[config.mk]
export PLATFORM = sky130hd
export DESIGN_NAME = secded_decoder_flat
export DESIGN_NICKNAME = d
export VERILOG_FILES = /design/src/rtl/secded_decoder_pkg.sv /design/src/rtl/secded_decoder_if.sv /design/src/rtl/secded_decoder_syndrome.sv /design/src/rtl/secded_decoder.sv /design/src/flat_wrapper.sv
export SDC_FILE = /design/constraint.sdc
export NUM_CORES = 1
export LEC_CHECK = 0
export CORE_UTILIZATION = 37
export CTS_CLUSTER_SIZE = 8
export DETAILED_ROUTE_END_ITERATION = 7
export PLACE_DENSITY_LB_ADDON = 0.12
export SYNTH_ARGS = -nofsm -noshare
export SYNTH_HDL_FRONTEND = slang
export SYNTH_SLANG_ARGS = --single-unit
[constraint.sdc]
create_clock -name clk -period 3.61 [get_ports clk]
set_clock_uncertainty 0.1 [all_clocks]
set_input_delay 0.722 -clock clk [delete_from_list [all_inputs] [get_ports clk]]
set_output_delay 0.722 -clock clk [all_outputs]
set_load 0.005 [all_outputs]
[src/rtl/secded_decoder_pkg.sv]
// Shared types and constants for the SECDED decoder: FSM states, status codes,
// parity-bit positions and the data-extraction helper.
package secded_decoder_pkg;

    typedef enum logic [2:0] {
        ST_HI     = 3'd0,
        ST_LO     = 3'd1,
        ST_DEC    = 3'd2,
        ST_OUT_HI = 3'd3,
        ST_OUT_LO = 3'd4
    } dec_state_t;

    localparam logic [1:0] kSTAT_CLEAN = 2'b00;
    localparam logic [1:0] kSTAT_SEC   = 2'b01;
    localparam logic [1:0] kSTAT_DED   = 2'b10;

    localparam int kPOS_P16 = 0;
    localparam int kPOS_P1  = 1;
    localparam int kPOS_P2  = 2;
    localparam int kPOS_P4  = 4;
    localparam int kPOS_P8  = 8;

    // Data bits b11..b1 live at every non-power-of-two position above 0.
    function automatic logic [10:0] extract_data(input logic [15:0] w);
        return {w[15:9], w[7:5], w[3]};
    endfunction

endpackage

[src/rtl/secded_decoder_if.sv]
// Byte-stream input and output handshakes of the SECDED decoder.
interface secded_decoder_if;

    logic       in_valid;
    logic       in_ready;
    logic [7:0] in_byte;
    logic       out_valid;
    logic       out_ready;
    logic [7:0] out_byte;
    logic       out_last;
    logic [1:0] status;

    modport master (
        output in_valid, in_byte, out_ready,
        input  in_ready, out_valid, out_byte, out_last, status
    );

    modport slave (
        input  in_valid, in_byte, out_ready,
        output in_ready, out_valid, out_byte, out_last, status
    );

endinterface

[src/rtl/secded_decoder_syndrome.sv]
// Combinational SECDED check: syndrome, overall parity, single-bit correction
// and classification of a 16-bit encoded word.
module secded_syndrome
    import secded_decoder_pkg::*;
(
    input  logic [15:0] word,
    output logic [3:0]  syndrome,
    output logic        parity,
    output logic [10:0] data,
    output logic [1:0]  status
);

    logic [15:0] fixed;

    // Odd overall parity means one flipped bit; a zero syndrome then points at p16 itself.
    always_comb begin
        syndrome = '0;
        for (int i = 1; i < 16; i++) begin
            if (word[i]) syndrome = syndrome ^ 4'(i);
        end
        parity = ^word;
        fixed  = word;
        status = kSTAT_CLEAN;
        if (parity) begin
            status = kSTAT_SEC;
            if (syndrome != 4'd0) fixed[syndrome] = ~word[syndrome];
        end else if (syndrome != 4'd0) begin
            status = kSTAT_DED;
        end
        data = extract_data(fixed);
    end

endmodule

[src/rtl/secded_decoder.sv]
// SECDED decoder top: two-beat capture, one decode cycle, two-beat output
// with held status, plus saturating single/double error counters.
module secded_decoder
    import secded_decoder_pkg::*;
#(
    parameter int CNT_W = 8
) (
    input  logic             clk,
    input  logic             rst_n,
    secded_decoder_if.slave  bus,
    output logic             busy,
    input  logic             clr_counts,
    output logic [CNT_W-1:0] sec_count,
    output logic [CNT_W-1:0] ded_count
);

    dec_state_t  state;
    logic [7:0]  word_hi;
    logic [7:0]  word_lo;
    logic [7:0]  lo_r;
    logic [3:0]  dec_syndrome;
    logic        dec_parity;
    logic [10:0] dec_data;
    logic [1:0]  dec_status;

    secded_syndrome u_syndrome (
        .word     ({word_hi, word_lo}),
        .syndrome (dec_syndrome),
        .parity   (dec_parity),
        .data     (dec_data),
        .status   (dec_status)
    );

    // Handshake outputs are registered alongside the state so they change only with it.
    always_ff @(posedge clk or negedge rst_n) begin
        if (!rst_n) begin
            state         <= ST_HI;
            word_hi       <= '0;
            word_lo       <= '0;
            lo_r          <= '0;
            bus.in_ready  <= 1'b1;
            bus.out_valid <= 1'b0;
            bus.out_last  <= 1'b0;
            bus.out_byte  <= '0;
            bus.status    <= kSTAT_CLEAN;
            busy          <= 1'b0;
        end else begin
            case (state)
                ST_HI: begin
                    if (bus.in_valid) begin
                        word_hi <= bus.in_byte;
                        busy    <= 1'b1;
                        state   <= ST_LO;
                    end
                end
                ST_LO: begin
                    if (bus.in_valid) begin
                        word_lo      <= bus.in_byte;
                        bus.in_ready <= 1'b0;
                        state        <= ST_DEC;
                    end
                end
                ST_DEC: begin
                    lo_r          <= dec_data[7:0];
                    bus.status    <= dec_status;
                    bus.out_byte  <= {5'b0, dec_data[10:8]};
                    bus.out_valid <= 1'b1;
                    bus.out_last  <= 1'b0;
                    state         <= ST_OUT_HI;
                end
                ST_OUT_HI: begin
                    if (bus.out_ready) begin
                        bus.out_byte <= lo_r;
                        bus.out_last <= 1'b1;
                        state        <= ST_OUT_LO;
                    end
                end
                ST_OUT_LO: begin
                    if (bus.out_ready) begin
                        bus.out_valid <= 1'b0;
                        bus.out_last  <= 1'b0;
                        bus.in_ready  <= 1'b1;
                        busy          <= 1'b0;
                        state         <= ST_HI;
                    end
                end
                default: begin
                    state         <= ST_HI;
                    bus.in_ready  <= 1'b1;
                    bus.out_valid <= 1'b0;
                    bus.out_last  <= 1'b0;
                    busy          <= 1'b0;
                end
            endcase
        end
    end

    // Clear beats a same-cycle increment; counts stick at all-ones.
    always_ff @(posedge clk or negedge rst_n) begin
        if (!rst_n) begin
            sec_count <= '0;
            ded_count <= '0;
        end else if (clr_counts) begin
            sec_count <= '0;
            ded_count <= '0;
        end else if (state == ST_DEC) begin
            if (dec_parity && (sec_count != '1))
                sec_count <= sec_count + CNT_W'(1);
            if (!dec_parity && (dec_syndrome != 4'd0) && (ded_count != '1))
                ded_count <= ded_count + CNT_W'(1);
        end
    end

endmodule

[src/flat_wrapper.sv]
// flat-port wrapper written by rule: the top's interface ports become plain ports
module secded_decoder_flat import secded_decoder_pkg::*;
#(
    parameter int CNT_W = 8
)
  (clk, rst_n, busy, clr_counts, sec_count, ded_count, bus_in_valid, bus_in_byte, bus_out_ready, bus_in_ready, bus_out_valid, bus_out_byte, bus_out_last, bus_status);
  secded_decoder_if bus_i ();
  input  logic clk;
  input  logic rst_n;
  output logic busy;
  input  logic clr_counts;
  output logic [CNT_W-1:0] sec_count;
  output logic [CNT_W-1:0] ded_count;
  input wire logic [$bits(bus_i.in_valid)-1:0] bus_in_valid;
  input wire logic [$bits(bus_i.in_byte)-1:0] bus_in_byte;
  input wire logic [$bits(bus_i.out_ready)-1:0] bus_out_ready;
  output wire logic [$bits(bus_i.in_ready)-1:0] bus_in_ready;
  output wire logic [$bits(bus_i.out_valid)-1:0] bus_out_valid;
  output wire logic [$bits(bus_i.out_byte)-1:0] bus_out_byte;
  output wire logic [$bits(bus_i.out_last)-1:0] bus_out_last;
  output wire logic [$bits(bus_i.status)-1:0] bus_status;
  assign bus_i.in_valid = bus_in_valid;
  assign bus_i.in_byte = bus_in_byte;
  assign bus_i.out_ready = bus_out_ready;
  assign bus_in_ready = bus_i.in_ready;
  assign bus_out_valid = bus_i.out_valid;
  assign bus_out_byte = bus_i.out_byte;
  assign bus_out_last = bus_i.out_last;
  assign bus_status = bus_i.status;
  secded_decoder #(.CNT_W(CNT_W)) u_core (.clk(clk), .rst_n(rst_n), .bus(bus_i), .busy(busy), .clr_counts(clr_counts), .sec_count(sec_count), .ded_count(ded_count));
endmodule
==> impl_summary.md <==
Run status
The run finished with clean final reports.

Clocking
TritonCTS created 9 clock buffers. The cell sitting at the root of the clock tree is a sky130_fd_sc_hd__clkbuf_8. The clock slew seen by the registers of the worst setup and hold paths is 0.07 ns. The number of hold buffers added after cts is 0.

The total number of H-tree levels is 3. The clock reaches the later pin of the worst-skew pair after 0.33 ns. The TritonCTS sink count is 57. The number of setup buffers added after CTS is 0.

The number of buffers on the longest clock path is 2. TritonCTS built the clock tree. The number of gates resized after CTS was 0.

Worst setup path
Grouping stages by cell kind, the critical path spends the most delay in XOR/XNOR gates. Together, buffers and inverters on the worst path number 0. STA classifies the critical path startpoint as a flop. At the worst endpoint, the required time is 3.72 ns. In this run the worst path has a maximum fanout of 7. The worst setup path category is flop to flop. In this run the critical register-to-register path is captured at u_core.ded_count[4].

The start of the worst register-to-register path is u_core.word_lo[7]. The start point of the critical path is u_core.word_lo[7]. The signal arrival time at the worst endpoint is 2.99 ns. The largest single stage delay on the critical path is 0.52 ns.

The logic depth of the worst setup path including buffers is 7. STA classifies the critical path endpoint as a flop. The worst setup slack for register-to-register paths is 0.74 ns.

The worst register-to-register path has a depth of 7. Walking the worst path, the cells encountered are xnor2_1 -> xnor3_2 -> xor2_1 -> a211o_1 -> nand3_4 -> nor3_1 -> mux2_1. The critical path ends at u_core.ded_count[4]. The cell at the slowest stage of the critical path is sky130_fd_sc_hd__dfrtp_1.

Route
The final routed wirelength across all metal layers is 7630 µm. The DRC marker count from the first detailed-route iteration is 95. The DRC violation count after routing is 0.

The routed layout has 2,579 vias. In the final routed layout, each cell accounts on average for 14.9 µm. The number of vias per cell after detailed routing is 5.04. The count of nets left with antenna violations once routing finished came out at 0.

The first detailed-routing pass took 4 iterations.

Global route
The number of antenna violations at the first check in global routing is 0. The wire length of the first global-routing pass is 13,000 µm. The number of global-route vias before repair came to 2,549. For this run the aggregate overflow at the end of global routing stands at 0. Entering global routing, the biggest net connects 36 pins. Global routing used 16.8% of the available tracks.

Place
After legalization and detailed placement, the total HPWL measured 5740 µm. Buffers placed on the I/O ports in this run total 42. The last weighted congestion value of the routability-driven placer is 0.803.

Logic synthesis
Among all flip-flop cells after synthesis, the most frequent one is sky130_fd_sc_hd__dfrtp_1. Ranked by instance count, the synthesized netlist is headed by sky130_fd_sc_hd__dfrtp_1 (56), sky130_fd_sc_hd__nand2_1 (35), sky130_fd_sc_hd__nor2_1 (31). Synthesis produced 337 cells. The post-synthesis cell type with the largest combined area is sky130_fd_sc_hd__dfrtp_1.

The distinct cell type count of the synthesized netlist is 56. Synthesis produced a netlist with a net count of 352. The area share of the largest cell type after synthesis is 39.5%.

Yosys mapped a number of flops with a built-in enable equal to 0. The proportion of synthesized flip-flops having asynchronous set or reset is 100%. The netlist area before placement is 3540 µm². The sequential share of the synthesized area is 40.3%. By area the synthesized netlist is led by sky130_fd_sc_hd__dfrtp_1 (40%), sky130_fd_sc_hd__mux2_2 (5.1%), sky130_fd_sc_hd__xor2_1 (4.0%), sky130_fd_sc_hd__nand2_1 (3.7%), sky130_fd_sc_hd__xnor2_1 (3.7%). The flip-flop and latch count after synthesis is 57. The most common cell in the synthesized netlist is sky130_fd_sc_hd__dfrtp_1. The count of warnings emitted by yosys is 0. A synthesized cell averages 10.5 µm².

Die
The die boundary width is 99.9 µm. The core region area is 9240 µm². The initial core utilization is 38.4%. The initialized floorplan defines 35 standard-cell rows. In this run the count of I/O pins placed on the die edge is 43. The area of the die is 9980 µm². The overall die height is 99.9 µm.

STA
The final hold violation count came to 0. At the pin with the least slew margin, the transition time is 0.622 ns. The maximum clock frequency is 348 MHz. The final count of negative-setup-slack endpoints is 0.

The final clock period utilization by the worst path is 79.6%. The final critical delay including setup and external delays is 2.87 ns. The total count of max-transition violations in the final report is 0. Setup repair after global routing left no endpoint under its margin. Setup total negative slack on the finished layout was measured at 0 ns. Measured against its own limit, the worst slew margin works out to 58.4%.

Final layout
The number of nets in the layout is 394. The post-route netlist has 15.7% of its cells at a drive strength greater than 1. In the final layout, flip-flops and latches occupy 1430 µm². The repair_antennas step left the layout with diodes totalling 0. In the final layout, the multi-input gates occupy 2020 µm². The filler cells instantiated in the layout total 898.

Compared with the post-synthesis result, the final layout area differs by 20.6%.

Flow run
Across the run, the number of max-cap violations was 0.

Hold path
The classification of the worst-slack hold path is input port to async pin.
worst reg2reg max path, delay by kind of cell, from the launching register on:
family,cells,cell delay [ns]
AOI/OAI and AO/OA,1,0.29
xor gates and xnor gates,3,1.15
DFF,1,0.52
muxes,1,0.34
and+or+nand+nor,2,0.35
metal layers:
layer  vias up  part of all wire, %  GRT usage (%)
li1       1289                    -              -
met1      1235                   49           23.6
met2        49                   46           26.0
met3         6                  4.1           3.76
met4         0                 0.96           5.09
met5         -                    0              0
state kept, by name, summed over array words and instances (netlist names):
signal / count
u_core.word_lo: 8
u_core.sec_count: 8
u_core.lo_r: 8
u_core.bus.out_byte: 8
u_core.bus.in_ready: 1
u_core.state: 3
u_core.bus.out_valid: 1
u_core.bus.out_last: 1
u_core.bus.status: 2
u_core.busy: 1
u_core.word_hi: 8
u_core.ded_count: 8
metrics by stage:
stage | hold slack [ns] | utilization [%] | std cells | setup WS [ns] | area [µm²]
global route | 0.291 | 46.3 | 512 | 0.519 | 4280
finish | 0.260 | 46.3 | 512 | 0.736 | 4280
global placement | 0.357 | 44.2 | 497 | 0.798 | 4080
detailed placement | 0.367 | 44.2 | 497 | 0.724 | 4080
floorplan | 0.326 | - | 337 | 1.14 | 3540
CTS | 0.274 | 46.3 | 512 | 0.708 | 4280
cell families after synthesis:
logic type | count (synthesis) | synth area share [%]
AOI/OAI and AO/OA | 65 | 12.1
xor gates and xnor gates | 49 | 19.1
adders and majority gates | 5 | 1.55
buffers and inverters | 21 | 2.75
DFF | 57 | 40.3
muxes | 28 | 8.51
and+or+nand+nor | 112 | 15.8
area by class of cell:
class	count	share of cell area, %
multi-input combinational	259	47.2
sequential	57	33.4
timing repair buffer	47	10.6
tap	129	3.78
clock buffer	12	3.63
clock inverter	3	0.936
inverter	5	0.439
layout by cell type, fill, tap and decap left out, types with 15 or more instances in the layout:
cell                              synthesis  final
sky130_fd_sc_hd__a21oi_1                 15     15
sky130_fd_sc_hd__clkdlybuf4s50_1          0     41
sky130_fd_sc_hd__dfrtp_1                 56     56
sky130_fd_sc_hd__mux2_2                  16     16
sky130_fd_sc_hd__nand2_1                 35     35
sky130_fd_sc_hd__nor2_1                  31     31
sky130_fd_sc_hd__o21ai_0                 20     20
sky130_fd_sc_hd__xnor2_1                 15     15
sky130_fd_sc_hd__xor2_1                  16     16
worst min path at each step:
stage / startpoint / to / slack, ns / cells past startpoint
6_report: rst_n / u_core.bus.out_byte[4] / 0.26 / 1
4_1_cts: rst_n / u_core.bus.out_byte[4] / 0.27 / 1
3_5_place_dp: u_core.bus.in_ready / u_core.bus.in_ready / 0.37 / 2
5_1_grt: rst_n / u_core.bus.out_byte[4] / 0.29 / 1
2_1_floorplan: rst_n / u_core.bus.out_byte[0] / 0.33 / 0
3_3_place_gp: u_core.bus.in_ready / u_core.bus.in_ready / 0.36 / 2
Power is left out: the tool's default activity adds up to more than one toggle a clock period on the data nets, which glitch-free logic cannot reach.
